===== config.mk =====
export PLATFORM = sky130hd
export DESIGN_NAME = im_boot_loader
export DESIGN_NICKNAME = d
export VERILOG_FILES = /design/src/rtl/im_boot_loader.sv
export SDC_FILE = /design/constraint.sdc
export NUM_CORES = 1
export LEC_CHECK = 0
export ABC_CLOCK_PERIOD_IN_PS = 4600
export BUFFER_PORTS_ARGS = -buffer_cell sky130_fd_sc_hd__buf_4
export CAP_MARGIN = 20
export CORE_MARGIN = 2
export CORE_UTILIZATION = 45
export CTS_BUF_LIST = sky130_fd_sc_hd__clkbuf_8
export CTS_CLUSTER_DIAMETER = 60
export DETAILED_ROUTE_END_ITERATION = 7
export MAX_ROUTING_LAYER = met4
export PLACE_DENSITY = 0.67
export SKIP_CTS_REPAIR_TIMING = 1
export SLEW_MARGIN = 10
export SYNTH_ARGS = -nofsm -noshare
export SYNTH_HDL_FRONTEND = slang
export SYNTH_SLANG_ARGS = --single-unit
export TNS_END_PERCENT = 100

===== constraint.sdc =====
create_clock -name clk -period 4.6 [get_ports clk]
set_clock_uncertainty 0.15 [all_clocks]
set_input_delay 0.23 -clock clk [delete_from_list [all_inputs] [get_ports clk]]
set_output_delay 0.23 -clock clk [all_outputs]
set_load 0.02 [all_outputs]

===== src/rtl/im_boot_loader.sv =====
// ---------------------------------------------------------------------------
// im_boot_loader
//
// Writer side of the CPU instruction memory. Receives a byte stream over a
// valid/ready handshake, assembles big-endian 32-bit words and writes them
// to consecutive word addresses starting at 0. The CPU is held in reset
// until the whole image has been received and its checksum verifies.
//
// The stream consists of:
//   count_hi, count_lo   16-bit word count N, big-endian
//   N x 4 data bytes     each word MSB first
//   checksum byte        chosen so that the 8-bit sum of all bytes is 0x00
//
// Ports:
//   clk           clock
//   rst           asynchronous active-high reset
//   in_valid      byte on in_data is valid
//   in_data       stream byte
//   in_ready      loader can accept a byte this cycle
//   im_we         instruction memory write strobe, one cycle per word
//   im_addr       instruction memory word address
//   im_din        instruction word to write
//   cpu_rst       reset to the CPU, high until the image is accepted
//   done          image loaded and verified (sticky until rst)
//   err           image rejected (sticky until rst)
//   words_loaded  number of words written so far
//
// state  | meaning
// -------+--------------------------------------------------------------
// HDR_HI | waiting for the high byte of the word count
// HDR_LO | waiting for the low byte of the word count
// DATA   | assembling and writing data words
// CSUM   | waiting for the checksum byte
// DONE   | image accepted, CPU released (terminal)
// ERR    | image rejected, CPU held in reset (terminal)
// ---------------------------------------------------------------------------
module im_boot_loader #(
  parameter int ADDR_W    = 10,
  parameter int MAX_WORDS = 1024
) (
  input  logic              clk,
  input  logic              rst,
  input  logic              in_valid,
  input  logic [7:0]        in_data,
  output logic              in_ready,
  output logic              im_we,
  output logic [ADDR_W-1:0] im_addr,
  output logic [31:0]       im_din,
  output logic              cpu_rst,
  output logic              done,
  output logic              err,
  output logic [ADDR_W:0]   words_loaded
);

  typedef enum logic [2:0] {
    S_HDR_HI = 3'd0,
    S_HDR_LO = 3'd1,
    S_DATA   = 3'd2,
    S_CSUM   = 3'd3,
    S_DONE   = 3'd4,
    S_ERR    = 3'd5
  } state_t;

  state_t            r_state;
  state_t            w_next;

  logic [15:0]       r_count;
  logic [1:0]        r_idx;
  logic [23:0]       r_asm;
  logic [7:0]        r_sum;
  logic [ADDR_W:0]   r_words;
  logic              r_we;
  logic [ADDR_W-1:0] r_addr;
  logic [31:0]       r_din;
  logic              r_done;
  logic              r_err;
  logic              r_cpu_rst;

  logic              w_accept;
  logic [15:0]       w_count_full;
  logic [7:0]        w_sum_next;
  logic [ADDR_W:0]   w_words_inc;
  logic              w_last_byte;
  logic              w_word_done;

  assign w_accept     = in_valid & in_ready;
  // Full count is known in the HDR_LO cycle, before r_count[7:0] is loaded.
  assign w_count_full = {r_count[15:8], in_data};
  assign w_sum_next   = r_sum + in_data;
  assign w_words_inc  = r_words + {{ADDR_W{1'b0}}, 1'b1};
  assign w_last_byte  = (r_idx == 2'd3);
  assign w_word_done  = w_accept && (r_state == S_DATA) && w_last_byte;

  // State register
  always_ff @(posedge clk or posedge rst) begin
    if (rst) r_state <= S_HDR_HI;
    else     r_state <= w_next;
  end

  // Next-state logic
  always_comb begin
    w_next = r_state;
    case (r_state)
      S_HDR_HI: if (w_accept) w_next = S_HDR_LO;
      S_HDR_LO: begin
        if (w_accept) begin
          if (w_count_full > 16'(MAX_WORDS)) w_next = S_ERR;
          else if (w_count_full == 16'd0)    w_next = S_CSUM;
          else                               w_next = S_DATA;
        end
      end
      S_DATA: begin
        if (w_word_done && (16'(w_words_inc) == r_count)) w_next = S_CSUM;
      end
      S_CSUM: begin
        if (w_accept) w_next = (w_sum_next == 8'd0) ? S_DONE : S_ERR;
      end
      S_DONE:  w_next = S_DONE;
      S_ERR:   w_next = S_ERR;
      default: w_next = S_ERR;
    endcase
  end

  // Output logic. in_ready depends only on state and rst, never on in_valid.
  always_comb begin
    in_ready = 1'b0;
    case (r_state)
      S_HDR_HI, S_HDR_LO, S_DATA, S_CSUM: in_ready = ~rst;
      default:                            in_ready = 1'b0;
    endcase
  end

  // Datapath and registered status outputs
  always_ff @(posedge clk or posedge rst) begin
    if (rst) begin
      r_count   <= '0;
      r_idx     <= '0;
      r_asm     <= '0;
      r_sum     <= '0;
      r_words   <= '0;
      r_we      <= 1'b0;
      r_addr    <= '0;
      r_din     <= '0;
      r_done    <= 1'b0;
      r_err     <= 1'b0;
      r_cpu_rst <= 1'b1;
    end else begin
      r_we <= 1'b0;
      if (w_accept) begin
        r_sum <= w_sum_next;
        case (r_state)
          S_HDR_HI: r_count[15:8] <= in_data;
          S_HDR_LO: r_count[7:0]  <= in_data;
          S_DATA: begin
            r_asm <= {r_asm[15:0], in_data};
            r_idx <= r_idx + 2'd1;
            if (w_last_byte) begin
              r_din   <= {r_asm, in_data};
              r_addr  <= r_words[ADDR_W-1:0];
              r_we    <= 1'b1;
              r_words <= w_words_inc;
            end
          end
          default: ;
        endcase
      end
      // Status flips on the same edge that enters the terminal state.
      if (w_next == S_DONE) begin
        r_done    <= 1'b1;
        r_cpu_rst <= 1'b0;
      end
      if (w_next == S_ERR) r_err <= 1'b1;
    end
  end

  assign im_we        = r_we;
  assign im_addr      = r_addr;
  assign im_din       = r_din;
  assign cpu_rst      = r_cpu_rst;
  assign done         = r_done;
  assign err          = r_err;
  assign words_loaded = r_words;

endmodule


==> results.md, run 1 <==
| Parameter | Reported | Unit |
|:---|:---|:---|
| Leak Pwr | 3.01 | nW |
| Most common flop cell mapped by yosys | sky130_fd_sc_hd__dfrtp_1 | - |
| Synth Warn # | 0 | - |
| Arrival time of the worst setup path | 2.74 | ns |
| HPWL reported at the end of detailed placement | 7150 | um |
| Count of flip-flops with a built-in enable after synthesis | 0 | - |
| Average wire per standard cell | 15.0 | um |
| Post-CTS clock slew at the launch and capture registers of the worst setup and hold paths | 0.11 | ns |
| Floorplan Core Area | 10800 | um2 |
| Top-area cell type share of the netlist area | 0.548 | - |
| Top area cells in the synthesized netlist | sky130_fd_sc_hd__dfrtp_1 (55%), sky130_fd_sc_hd__nand2_1 (11%), sky130_fd_sc_hd__mux2_2 (8.6%), sky130_fd_sc_hd__xnor2_1 (3.5%), sky130_fd_sc_hd__ha_1 (2.3%) | - |
| Slew of the pin with the lowest slew margin | 0.882 | ns |
| Max Fanout on Critical Path | 6 | - |
| Setup violation total in the final timing report | 0 | - |
| GRT Util Overall | 0.196 | - |
| Share of cells above drive strength 1 | 0.245 | - |
| DR vias/cell | 5.19 | - |
| Synthesized area | 4970 | um2 |
| Gate count after technology mapping | 481 | - |
| Highest ir drop seen on vdd | 0.000289 | V |
| Post-synthesis async set-or-reset flop share | 1.00 | - |
| Number of diodes | 0 | - |
| Maximum number of pins on one net before global-route repair | 73 | - |
| Count of TritonRoute iterations in the first routing pass | 4 | - |
| Global-route wire length before repair | 17400 | um |
| Mapped Nets | 502 | - |
| Period utilization | 0.584 | - |
| Final net count | 571 | - |
| Height of the die | 109 | um |
| Setup slack of the worst register-to-register path | 1.95 | ns |
| Critical Path Source Type | input port | - |
| Worst Setup End Kind | flop | - |
| CTS root buf | sky130_fd_sc_hd__clkbuf_8 | - |
| Via Count | 3608 | - |
| Clock Latency Late Sink | 0.36 | ns |
| Initial Utilization | 0.461 | - |
| Area added between synthesis and finish | 18.1 | % |
| H-tree lvl count | 3 | - |
| Mapped Avg Cell Area | 10.3 | um2 |
| Power density cells | 405 | nW/um2 |
| Number of slew-limit violations in the final report | 0 | - |
| Leading cell type in the layout, fill and taps excluded | sky130_fd_sc_hd__nand2_1 | - |
| Grt total ovfl | 0 | - |
| Number of cell rows | 38 | - |
| Commonest cells after routing, fill and taps aside | sky130_fd_sc_hd__nand2_1 (152), sky130_fd_sc_hd__dfrtp_1 (109), sky130_fd_sc_hd__buf_4 (72) | - |
| Slew margin rel. | 0.412 | - |
| Inserted Clock Buffers | 9 | - |
| Utilization of the core after routing | 0.544 | - |
| Starting DRT DRC Count | 142 | - |
| Required time at the worst-slack endpoint | 4.65 | ns |
| Antenna violations before repair | 0 | - |
| Distinct cell type count of the synthesized netlist | 49 | - |
| Unrepaired setup endpoints after global routing | false | - |
| Routability congestion estimate from global placement | 0.841 | - |
| Classification of the worst-slack hold path | input port to flop | - |
| Number of register bits inferred by synthesis | 110 | - |
| Num ports | 69 | - |
| Highest clock frequency the design can meet | 0.372 | GHz |
| Cell type with the highest aggregate area in the netlist | sky130_fd_sc_hd__dfrtp_1 | - |
| TritonCTS sink count | 110 | - |
| Die extent in x | 109 | um |
| Maximum clock path buffer count | 2 | - |
| Type of the worst setup path | input port to flop | - |
| DRC Markers | 0 | - |
| Post-DRT Antenna Nets | 0 | - |
| Fin crit period | 2.69 | ns |
| Result of the run | finished clean | - |
| Port Buf Inserts | 68 | - |
| Overall die area | 11900 | um2 |
| Number of endpoints with negative hold slack in the final report | 0 | - |
| Final setup TNS | 0 | ns |
| Max-capacitance violation count | 0 | - |
| Post-Route WL | 10400 | um |
| Clock tree from TritonCTS | done | - |
| Via count of the first global-routing pass | 3454 | - |
| Sequential fraction of the synthesis area | 0.554 | - |
[registers in the layout, indices dropped and copies added, names as in the netlist]
name	cells
r_asm	24
im_addr	10
im_din	32
err	1
r_idx	2
im_we	1
cpu_rst	1
r_count	16
done	1
r_sum	8
r_state	3
words_loaded	11
[power breakdown]
part	switching [W]	internal (W)	total, W
Sequential	0.000118	0.00110	0.00122
Clock	0.000330	0.000217	0.000547
Combinational	0.000317	0.000295	0.000612
Total	0.000765	0.00161	0.00238
[worst max-delay path, stage by stage]
cell and delay, ns:
sky130_fd_sc_hd__dlygate4sd3_1 0.53, sky130_fd_sc_hd__buf_4 0.15, sky130_fd_sc_hd__ha_1 0.17, sky130_fd_sc_hd__inv_1 0.05
sky130_fd_sc_hd__fa_1 0.39, sky130_fd_sc_hd__nand2b_1 0.18, sky130_fd_sc_hd__a21oi_1 0.23, sky130_fd_sc_hd__nor4b_1 0.10
sky130_fd_sc_hd__a2111oi_0 0.31, sky130_fd_sc_hd__a31o_2 0.28, sky130_fd_sc_hd__a41oi_2 0.13
[stage by stage]
stage | hold slack [ns] | power [W] | setup slack [ns] | cell area [um2] | instances
3_3_place_gp | 0.292 | 0.00181 | 2.03 | 5610 | 672
2_1_floorplan | 0.185 | 0.00168 | 1.32 | 4970 | 481
3_5_place_dp | 0.291 | 0.00185 | 1.95 | 5610 | 672
4_1_cts | -0.0439 | 0.00240 | 1.93 | 5800 | 688
5_1_grt | 0.000730 | 0.00254 | 1.75 | 5870 | 695
6_report | 0.00292 | 0.00238 | 1.91 | 5870 | 695
[synth_stat cells (2+ instances only)]
| cell | n |
|---|---|
| sky130_fd_sc_hd__nor3b_1 | 2 |
| sky130_fd_sc_hd__nand4b_1 | 2 |
| sky130_fd_sc_hd__mux2i_1 | 2 |
| sky130_fd_sc_hd__a31o_2 | 3 |
| sky130_fd_sc_hd__a2111oi_0 | 2 |
| sky130_fd_sc_hd__or4_4 | 2 |
| sky130_fd_sc_hd__nor3_1 | 4 |
| sky130_fd_sc_hd__ha_1 | 9 |
| sky130_fd_sc_hd__a21oi_1 | 8 |
| sky130_fd_sc_hd__and3b_1 | 4 |
| sky130_fd_sc_hd__clkbuf_1 | 19 |
| sky130_fd_sc_hd__dfrtp_1 | 109 |
| sky130_fd_sc_hd__nor2b_1 | 2 |
| sky130_fd_sc_hd__o21ai_0 | 15 |
| sky130_fd_sc_hd__nor2_1 | 21 |
| sky130_fd_sc_hd__inv_1 | 10 |
| sky130_fd_sc_hd__nand3_1 | 8 |
| sky130_fd_sc_hd__a31oi_1 | 5 |
| sky130_fd_sc_hd__a211oi_1 | 2 |
| sky130_fd_sc_hd__o21a_1 | 2 |
| sky130_fd_sc_hd__xnor2_1 | 20 |
| sky130_fd_sc_hd__nand4_1 | 5 |
| sky130_fd_sc_hd__nor4_1 | 2 |
| sky130_fd_sc_hd__xor2_1 | 9 |
| sky130_fd_sc_hd__nand2_1 | 152 |
| sky130_fd_sc_hd__mux2_2 | 38 |
| sky130_fd_sc_hd__or3_1 | 2 |
[routing by layer]
metal	global-route usage	share of wire	vias to the layer above
li1	-	-	1761
met1	0.262	0.45	1756
met2	0.307	0.49	80
met3	0.0389	0.046	11
met4	0.0540	0.013	0
met5	-	0	-
[cell families (layout without fill, tap and decap cells)]
kind of cell	Yosys count	after routing	share of synthesized area
flip-flops	110	110	0.554
XOR/XNOR	30	30	0.0556
AND/OR/NAND/NOR	215	215	0.190
AO/OA/AOI/OAI	44	44	0.0574
adder cells (fa/ha/maj)	10	10	0.0267
buffers and inverters	31	105	0.0242
multiplexers	41	41	0.0923
[area by class of cell]
cell class                      count  area (um2)
Clock inverter                      6        46.3
Sequential cell                   110        2750
Timing Repair Buffer               79         616
Clock buffer                       10         138
Fill cell                         962        4920
Multi-Input combinational cell    340        2100
Tap cell                          140         175
Inverter                           10        40.0
[final timing paths]
path | from | endpoint | cells after the start
setup / recovery | in_data[0] | err | 11
max in group asynchronous | rst | r_count[0] | 4
min in group asynchronous | rst | r_sum[6] | 3
hold reg to reg | cpu_rst | cpu_rst | 2
hold / removal | in_data[7] | im_din[7] | 3
setup reg to reg | words_loaded[0] | err | 7
No activity file was read; power rests on OpenSTA's default activity.
==> run 2, diff against run 1 <==
- ABC_AREA: default -> 1
- ABC_CLOCK_PERIOD_IN_PS: 4600 -> 2600
- clock period: 4.6 -> 2.6 ns (I/O delays scaled with it)
==> results.md, run 2 <==
| Parameter | Reported | Unit | Change |
|:---|:---|:---|:---|
| Result of the run | finished clean | - |  |
| Slew margin rel. | 0.532 | - | +0.120 |
| Compound-Gate Fraction of Synth Area | 0.113 | - | +0.0554 |
| Distinct cell type count of the synthesized netlist | 30 | - | -39% |
| Post-DRT Antenna Nets | 0 | - | unchanged |
| Max-capacitance violation count | 0 | - | unchanged |
| Hold Path Stages | 5 | - | +2 |
| Storage cell area | 2750 | um2 | unchanged |
| Max Fanout on Critical Path | 3 | - | -3 |
| Type of the worst setup path | input port to flop | - |  |
| Synth Warn # | 0 | - | unchanged |
| Dominant delay contributor by cell family on the critical path | simple AND/OR/NAND/NOR gates | - |  |
| Number of endpoints with negative hold slack in the final report | 0 | - | unchanged |
| Post-Route WL | 10900 | um | +4.6% |
| Arrival time of the worst setup path | 2.37 | ns | -0.37 ns |
| Number of cell rows | 38 | - | unchanged |
| Highest cell delay on the worst timing path | 0.54 | ns | about the same |
| Maximum clock path buffer count | 2 | - | unchanged |
| Inserted Clock Buffers | 9 | - | unchanged |
| Highest clock frequency the design can meet | 0.445 | GHz |  |
| Number of register bits inferred by synthesis | 110 | - | unchanged |
| Required time at the worst-slack endpoint | 2.72 | ns | -1.93 ns |
| H-tree lvl count | 3 | - | unchanged |
| Power density cells | 528 | nW/um2 | +30% |
| Global-route wire length before repair | 17900 | um | +2.5% |
| Relative contribution of the clock network to total power | 0.398 | - | +0.168 |
| Area of the multi-input gates | 1860 | um2 | -12% |
| Classification of the worst-slack hold path | input port to flop | - |  |
| Routed length on met3 | 477 | um | -1.4% |
| Synthesized area | 5000 | um2 | +0.58% |
| Number of diodes | 0 | - | unchanged |
| Number of slew-limit violations in the final report | 0 | - | unchanged |
| Setup violation total in the final timing report | 0 | - | unchanged |
| Clock Latency Late Sink | 0.38 | ns | +0.02 ns |
| Routability congestion estimate from global placement | 0.883 | - | +5.0% |
| Port Buf Inserts | 68 | - | unchanged |
| Reported net switching power | 0.000715 | W | -6.6% |
| Standard cell with the maximum stage delay on the critical path | sky130_fd_sc_hd__dlygate4sd3_1 | - |  |
| Flip-flop count of the largest register after layout | 32 | - | unchanged |
| Overall die area | 12000 | um2 | +0.56% |
| GRT Util Overall | 0.198 | - | +0.00209 |
| Filler cells | 991 | - | +3.0% |
| Critical Path Source Type | input port | - |  |
| Sequential fraction of the synthesis area | 0.551 | - | -0.00319 |
| Simple-Gate Fraction of Synth Area | 0.226 | - | +0.0354 |
| Count of flip-flops with a built-in enable after synthesis | 0 | - | unchanged |
| Grt total ovfl | 0 | - | unchanged |
| Final net count | 696 | - | +22% |
| Clock tree from TritonCTS | done | - |  |
| Via count of the first global-routing pass | 3696 | - | +7.0% |
| Initial Utilization | 0.461 | - | +0.000634 |
| Met2 Wirelength | 4910 | um | -3.1% |
| HPWL reported at the end of detailed placement | 7960 | um | +11% |
| Leak Pwr | 3.07 | nW | +2.2% |
| Height of the die | 109 | um | +0.28% |
| Die extent in x | 109 | um | +0.28% |
| Starting DRT DRC Count | 233 | - | +64% |
| Antenna violations before repair | 0 | - | unchanged |
| Leading cell type in the layout, fill and taps excluded | sky130_fd_sc_hd__nand2_1 | - |  |
| DR vias/cell | 4.90 | - | -5.5% |
| Unrepaired setup endpoints after global routing | false | - |  |
| Highest ir drop seen on vdd | 0.000412 | V | +43% |
| Mapped Avg Cell Area | 8.37 | um2 | -19% |
| Num ports | 69 | - | unchanged |
| Part of the power in combinational logic | 0.053 | - | -0.204 |
| Number of cell instances on the worst register-to-register path | 15 | - | +8 |
| Synthesized-area fraction occupied by xor and xnor cells | 0.00700 | - | -0.0486 |
| Combinational family with the most area after synthesis | simple AND/OR/NAND/NOR gates | - |  |
| Post-detailed-placement cell area | 5690 | um2 | +1.3% |
| Mapped Nets | 619 | - | +23% |
| Chain of cells forming the critical path | dlygate4sd3_1 -> buf_4 -> ha_1 -> inv_1 -> fa_1 -> inv_1 -> nand3_1 -> nand2_1 -> nand2_1 -> nand2_1 -> nand3_1 -> nor2_1 -> nand3_1 -> nand2_2 -> nand3_2 -> nand2_1 -> nand2_1 | - |  |
| Maximum number of pins on one net before global-route repair | 50 | - | -32% |
| Post-synthesis async set-or-reset flop share | 1.00 | - | unchanged |
| Via Count | 4021 | - | +11% |
| Commonest cells after routing, fill and taps aside | sky130_fd_sc_hd__nand2_1 (188), sky130_fd_sc_hd__dfrtp_1 (109), sky130_fd_sc_hd__o21ai_0 (100) | - |  |
| Post-layout instance area | 6030 | um2 | +2.7% |
| Most common flop cell mapped by yosys | sky130_fd_sc_hd__dfrtp_1 | - |  |
| Internal power | 0.00247 | W | +53% |
| Top-area cell type share of the netlist area | 0.545 | - | -0.00316 |
| Count of TritonRoute iterations in the first routing pass | 5 | - | +1 |
| Period utilization | 0.864 | - |  |
| Dominant cell type by count on the critical path | sky130_fd_sc_hd__nand2_1 | - |  |
| Max Used Layer | met4 | - |  |
| Mux cell area share after synthesis | 0 | - | -0.0923 |
| Crit path buf inv count | 4 | - | +1 |
| Share of cells above drive strength 1 | 0.159 | - | -0.0862 |
| CTS root buf | sky130_fd_sc_hd__clkbuf_8 | - |  |
| Count leader, synth | sky130_fd_sc_hd__nand2_1 | - |  |
| Depth of the critical timing path with buffers and inverters included | 17 | - | +6 |
| DRC Markers | 0 | - | unchanged |
| Gate count after technology mapping | 598 | - | +24% |
| Final setup TNS | 0 | ns | unchanged |
| Adder-cell share of the synthesized area | 0.0265 | - | -0.000153 |
| Worst Setup End Kind | flop | - |  |
| Top area cells in the synthesized netlist | sky130_fd_sc_hd__dfrtp_1 (55%), sky130_fd_sc_hd__nand2_1 (14%), sky130_fd_sc_hd__o21ai_0 (10%), sky130_fd_sc_hd__inv_1 (5.8%), sky130_fd_sc_hd__nand3_1 (3.0%) | - |  |
| Sequential power share | 0.549 | - | +0.036 |
| TritonCTS sink count | 110 | - | unchanged |
| Fin crit period | 2.25 | ns |  |
| Proportion of total power due to net switching | 0.225 | - | -0.0970 |
| Routed metal-1 wirelength | 5280 | um | +11% |
| Post-CTS clock slew at the launch and capture registers of the worst setup and hold paths | 0.11 | ns | about the same |
| Cell type with the highest aggregate area in the netlist | sky130_fd_sc_hd__dfrtp_1 | - |  |
| Average wire per standard cell | 13.3 | um | -11% |
| Top cells by instance count after synthesis | sky130_fd_sc_hd__nand2_1 (188), sky130_fd_sc_hd__dfrtp_1 (109), sky130_fd_sc_hd__o21ai_0 (100) | - |  |
| Slew of the pin with the lowest slew margin | 0.701 | ns | -0.182 ns |
| Floorplan Core Area | 10800 | um2 | +0.44% |
| Area added between synthesis and finish | 20.6 | % |  |
| Hold Slack | 0.0495 | ns | +0.0466 ns |
==> run 2: path summary, 6_finish.rpt <==
path                                  end  slack (ns)  startpoint
worst max register to register        err        0.41    r_sum[0]
max in group asynchronous        r_asm[2]        1.32         rst
worst min-delay path             r_sum[5]        0.05    in_valid
worst min register to register    cpu_rst        0.31     cpu_rst
worst max-delay path                  err        0.35  in_data[0]
min in group asynchronous       im_din[0]        0.27         rst
==> run 2: logic make-up after synthesis <==
logic type,count (synthesis)
and+or+nand+nor,266
xor gates and xnor gates,4
DFF,110
AOI/OAI and AO/OA,110
buffers and inverters,98
adders and majority gates,10
==> run 2: worst register-to-register path: stages (launching register included) <==
cell and delay, ns:
sky130_fd_sc_hd__dfrtp_1 0.36, sky130_fd_sc_hd__ha_1 0.17, sky130_fd_sc_hd__inv_1 0.06, sky130_fd_sc_hd__fa_1 0.39, sky130_fd_sc_hd__inv_1 0.09, sky130_fd_sc_hd__nand3_1 0.08, sky130_fd_sc_hd__nand2_1 0.08, sky130_fd_sc_hd__nand2_1 0.05
sky130_fd_sc_hd__nand2_1 0.07, sky130_fd_sc_hd__nand3_1 0.08, sky130_fd_sc_hd__nor2_1 0.11, sky130_fd_sc_hd__nand3_1 0.11, sky130_fd_sc_hd__nand2_2 0.09, sky130_fd_sc_hd__nand3_2 0.08, sky130_fd_sc_hd__nand2_1 0.06, sky130_fd_sc_hd__nand2_1 0.05
==> run 2: cell type report <==
type	count	area share
flip-flops and latches	110	0.457
multi-input cells	390	0.308
repair buffers	86	0.115
inverters	78	0.0492
well taps	140	0.0290
clock buffers	10	0.0228
clock inverters	6	0.0191
==> run 2: routing by layer <==
layer  vias up  track usage
met4         0       0.0787
met5         -            -
met3        14       0.0314
met2        94        0.284
met1      1856        0.283
li1       2057            -
==> run 2: per-stage QoR <==
stage	utilization	std cells	power [W]	setup slack, ns
after detailed placement	0.525	795	0.00194	0.423
after floorplan	-	598	0.00188	0.605
after global routing	0.556	820	0.00331	0.127
after global placement	0.525	795	0.00194	0.508
after CTS	0.548	811	0.00321	0.400
final	0.556	820	0.00318	0.355
==> run 2: power by group through the flow <==
stage | Sequential (W) | Combinational (W) | Clock, W
after floorplan | 0.00178 | 0.000102 | 0
after global placement | 0.00178 | 0.000155 | 0
after detailed placement | 0.00178 | 0.000160 | 0
after CTS | 0.00175 | 0.000161 | 0.00130
after global routing | 0.00175 | 0.000194 | 0.00137
final | 0.00175 | 0.000168 | 0.00127
==> run 3, diff against run 2 <==
--- a/config.mk
+++ b/config.mk
@@ -11,2 +11,3 @@
 export CAP_MARGIN = 20
+export CORE_ASPECT_RATIO = 2
 export CORE_MARGIN = 2
--- a/constraint.sdc
+++ b/constraint.sdc
@@ -4,2 +4,2 @@
 set_output_delay 0.13 -clock clk [all_outputs]
-set_load 0.02 [all_outputs]
+set_load 0.005 [all_outputs]
==> results.md, run 3 (synthesized netlist as in run 2, its figures left out) <==
| Parameter | Reported | Unit | Change |
|:---|:---|:---|:---|
| Max Fanout on Critical Path | 3 | - | unchanged |
| Average wire per standard cell | 13.4 | um | +0.83% |
| CTS root buf | sky130_fd_sc_hd__clkbuf_8 | - |  |
| DR vias/cell | 4.99 | - | +1.8% |
| Most Used Layer, Global Route | met2 | - |  |
| Number of diodes | 0 | - | unchanged |
| Reported net switching power | 0.000745 | W | +4.2% |
| Maximum number of pins on one net before global-route repair | 77 | - | +54% |
| Grt total ovfl | 0 | - | unchanged |
| Post-Route WL | 11000 | um | +1.1% |
| Sequential power share | 0.601 | - | +0.052 |
| Share of cells above drive strength 1 | 0.161 | - | +0.00247 |
| Clock Latency Late Sink | 0.38 | ns | about the same |
| Number of endpoints with negative hold slack in the final report | 1 | - | +1 |
| Setup violation total in the final timing report | 0 | - | unchanged |
| Area added between synthesis and finish | 19.8 | % |  |
| Unrepaired setup endpoints after global routing | false | - |  |
| Clock tree from TritonCTS | done | - |  |
| Global routing met1 resource utilization | 0.246 | - | -0.0373 |
| GRT Util Overall | 0.207 | - | +0.00814 |
| Proportion of total power due to net switching | 0.256 | - | +0.0314 |
| Power density cells | 485 | nW/um2 | -8.0% |
| DRC Markers | 0 | - | unchanged |
| Count of TritonRoute iterations in the first routing pass | 5 | - | unchanged |
| Routability congestion estimate from global placement | 0.866 | - | -1.9% |
| Highest clock frequency the design can meet | 0.436 | GHz | -2.1% |
| HPWL reported at the end of detailed placement | 8270 | um | +3.8% |
| Post-detailed-placement cell area | 5720 | um2 | +0.48% |
| Number of slew-limit violations in the final report | 0 | - | unchanged |
| Met2 track utilization from global routing | 0.341 | - | +0.0567 |
| Via Count | 4102 | - | +2.0% |
| Via count of the first global-routing pass | 4038 | - | +9.3% |
| Die extent in x | 78.6 | um | -28% |
| Slew of the pin with the lowest slew margin | 0.759 | ns | +0.0581 ns |
| Leading cell type in the layout, fill and taps excluded | sky130_fd_sc_hd__nand2_1 | - |  |
| Number of cell rows | 54 | - | +42% |
| Post-CTS clock slew at the launch and capture registers of the worst setup and hold paths | 0.11 | ns | about the same |
| Antenna violations before repair | 0 | - | unchanged |
| Highest ir drop seen on vdd | 0.000386 | V | -6.4% |
| Hold Slack | -0.00263 | ns | -0.0522 ns |
| Starting DRT DRC Count | 260 | - | +12% |
| Filler cells | 1004 | - | +1.3% |
| Fin crit period | 2.29 | ns | +0.0470 ns |
| Internal power | 0.00216 | W | -12% |
| Arrival time of the worst setup path | 2.48 | ns | +0.11 ns |
| Area of the multi-input gates | 1860 | um2 | unchanged |
| TritonCTS sink count | 110 | - | unchanged |
| Required time at the worst-slack endpoint | 2.78 | ns | +0.06 ns |
| Maximum clock path buffer count | 2 | - | unchanged |
| Port Buf Inserts | 68 | - | unchanged |
| Classification of the worst-slack hold path | input port to flop | - |  |
| Floorplan Core Area | 10900 | um2 | +0.35% |
| Slew margin rel. | 0.494 | - | -0.0377 |
| Leak Pwr | 3.06 | nW | -0.38% |
| Worst Setup End Kind | flop | - |  |
| Overall die area | 12000 | um2 | +0.42% |
| Height of the die | 153 | um | +40% |
| Result of the run | finished with violations | - |  |
| Type of the worst setup path | input port to flop | - |  |
| Relative contribution of the clock network to total power | 0.343 | - | -0.055 |
| Failing checks | hold timing | - |  |
| Number of cell instances on the worst register-to-register path | 15 | - | unchanged |
| Num ports | 69 | - | unchanged |
| Part of the power in combinational logic | 0.056 | - | +0.003 |
| Hold Path Stages | 3 | - | -2 |
| Met3 Usage GRT | 0.0283 | - | -0.00308 |
| Period utilization | 0.882 | - | +0.0181 |
| Flip-flop count of the largest register after layout | 32 | - | unchanged |
| Critical Path Source Type | input port | - |  |
| Max-capacitance violation count | 0 | - | unchanged |
| Inserted Clock Buffers | 9 | - | unchanged |
| Post-layout instance area | 5990 | um2 | -0.62% |
| Initial Utilization | 0.460 | - | -0.00159 |
| Global-route wire length before repair | 19100 | um | +7.0% |
| Post-DRT Antenna Nets | 0 | - | unchanged |
| H-tree lvl count | 3 | - | unchanged |
| Final net count | 698 | - | +0.29% |
| Storage cell area | 2750 | um2 | unchanged |
| Commonest cells after routing, fill and taps aside | sky130_fd_sc_hd__nand2_1 (188), sky130_fd_sc_hd__dfrtp_1 (109), sky130_fd_sc_hd__o21ai_0 (100) | - |  |
| Final setup TNS | 0 | ns | unchanged |
## run 3: power groups by stage
stage          clock, W  combinational (W)  sequential [W]
3_3_place_gp          0           0.000153         0.00178
3_5_place_dp          0           0.000158         0.00178
5_1_grt         0.00110           0.000193         0.00175
4_1_cts         0.00103           0.000158         0.00175
6_report       0.000997           0.000164         0.00175
2_1_floorplan         0           0.000102         0.00178
## run 3: worst max-delay path: stages
cell and delay [ns]:
sky130_fd_sc_hd__dlygate4sd3_1 0.53, sky130_fd_sc_hd__buf_4 0.12, sky130_fd_sc_hd__ha_1 0.17, sky130_fd_sc_hd__inv_1 0.07, sky130_fd_sc_hd__fa_1 0.41, sky130_fd_sc_hd__inv_1 0.09, sky130_fd_sc_hd__nand3_1 0.09, sky130_fd_sc_hd__nand2_1 0.08
sky130_fd_sc_hd__nand2_1 0.05, sky130_fd_sc_hd__nand2_1 0.07, sky130_fd_sc_hd__nand3_1 0.09, sky130_fd_sc_hd__nor2_1 0.11, sky130_fd_sc_hd__nand3_1 0.13, sky130_fd_sc_hd__nand2_2 0.10, sky130_fd_sc_hd__nand4_1 0.13, sky130_fd_sc_hd__nand2_1 0.09
sky130_fd_sc_hd__inv_1 0.04
## run 3: path summary, 6_finish.rpt
| check | from | endpoint | slack (ns) |
|---|---|---|---|
| min in group asynchronous | rst | r_count[4] | 0.34 |
| max reg2reg | r_sum[0] | cpu_rst | 0.33 |
| min | in_valid | im_we | -0.003 |
| max | in_data[0] | cpu_rst | 0.31 |
| max in group asynchronous | rst | r_asm[13] | 1.37 |
| min reg2reg | cpu_rst | cpu_rst | 0.31 |
## run 3: layout make-up
| type | instances | area share |
|---|---|---|
| well taps | 140 | 0.0292 |
| multi-input cells | 390 | 0.310 |
| repair buffers | 88 | 0.120 |
| clock buffers | 9 | 0.0207 |
| inverters | 78 | 0.0495 |
| clock inverters | 7 | 0.0106 |
| flip-flops and latches | 110 | 0.459 |
## run 3: routing by layer
metal	up-vias	part of all wire	wire, um
met5	-	0	0
met4	0	0.034	372
met3	26	0.035	381
met2	103	0.52	5740
met1	1920	0.41	4550
li1	2053	-	-
## run 3: through the flow
stage                     cells   util  total power [W]  setup slack [ns]
final                       822  0.551          0.00291             0.307
after global routing        822  0.551          0.00304            0.0404
after CTS                   813  0.543          0.00293             0.301
after detailed placement    797  0.526          0.00194             0.320
after global placement      797  0.526          0.00193             0.408
after floorplan             598      -          0.00188             0.642
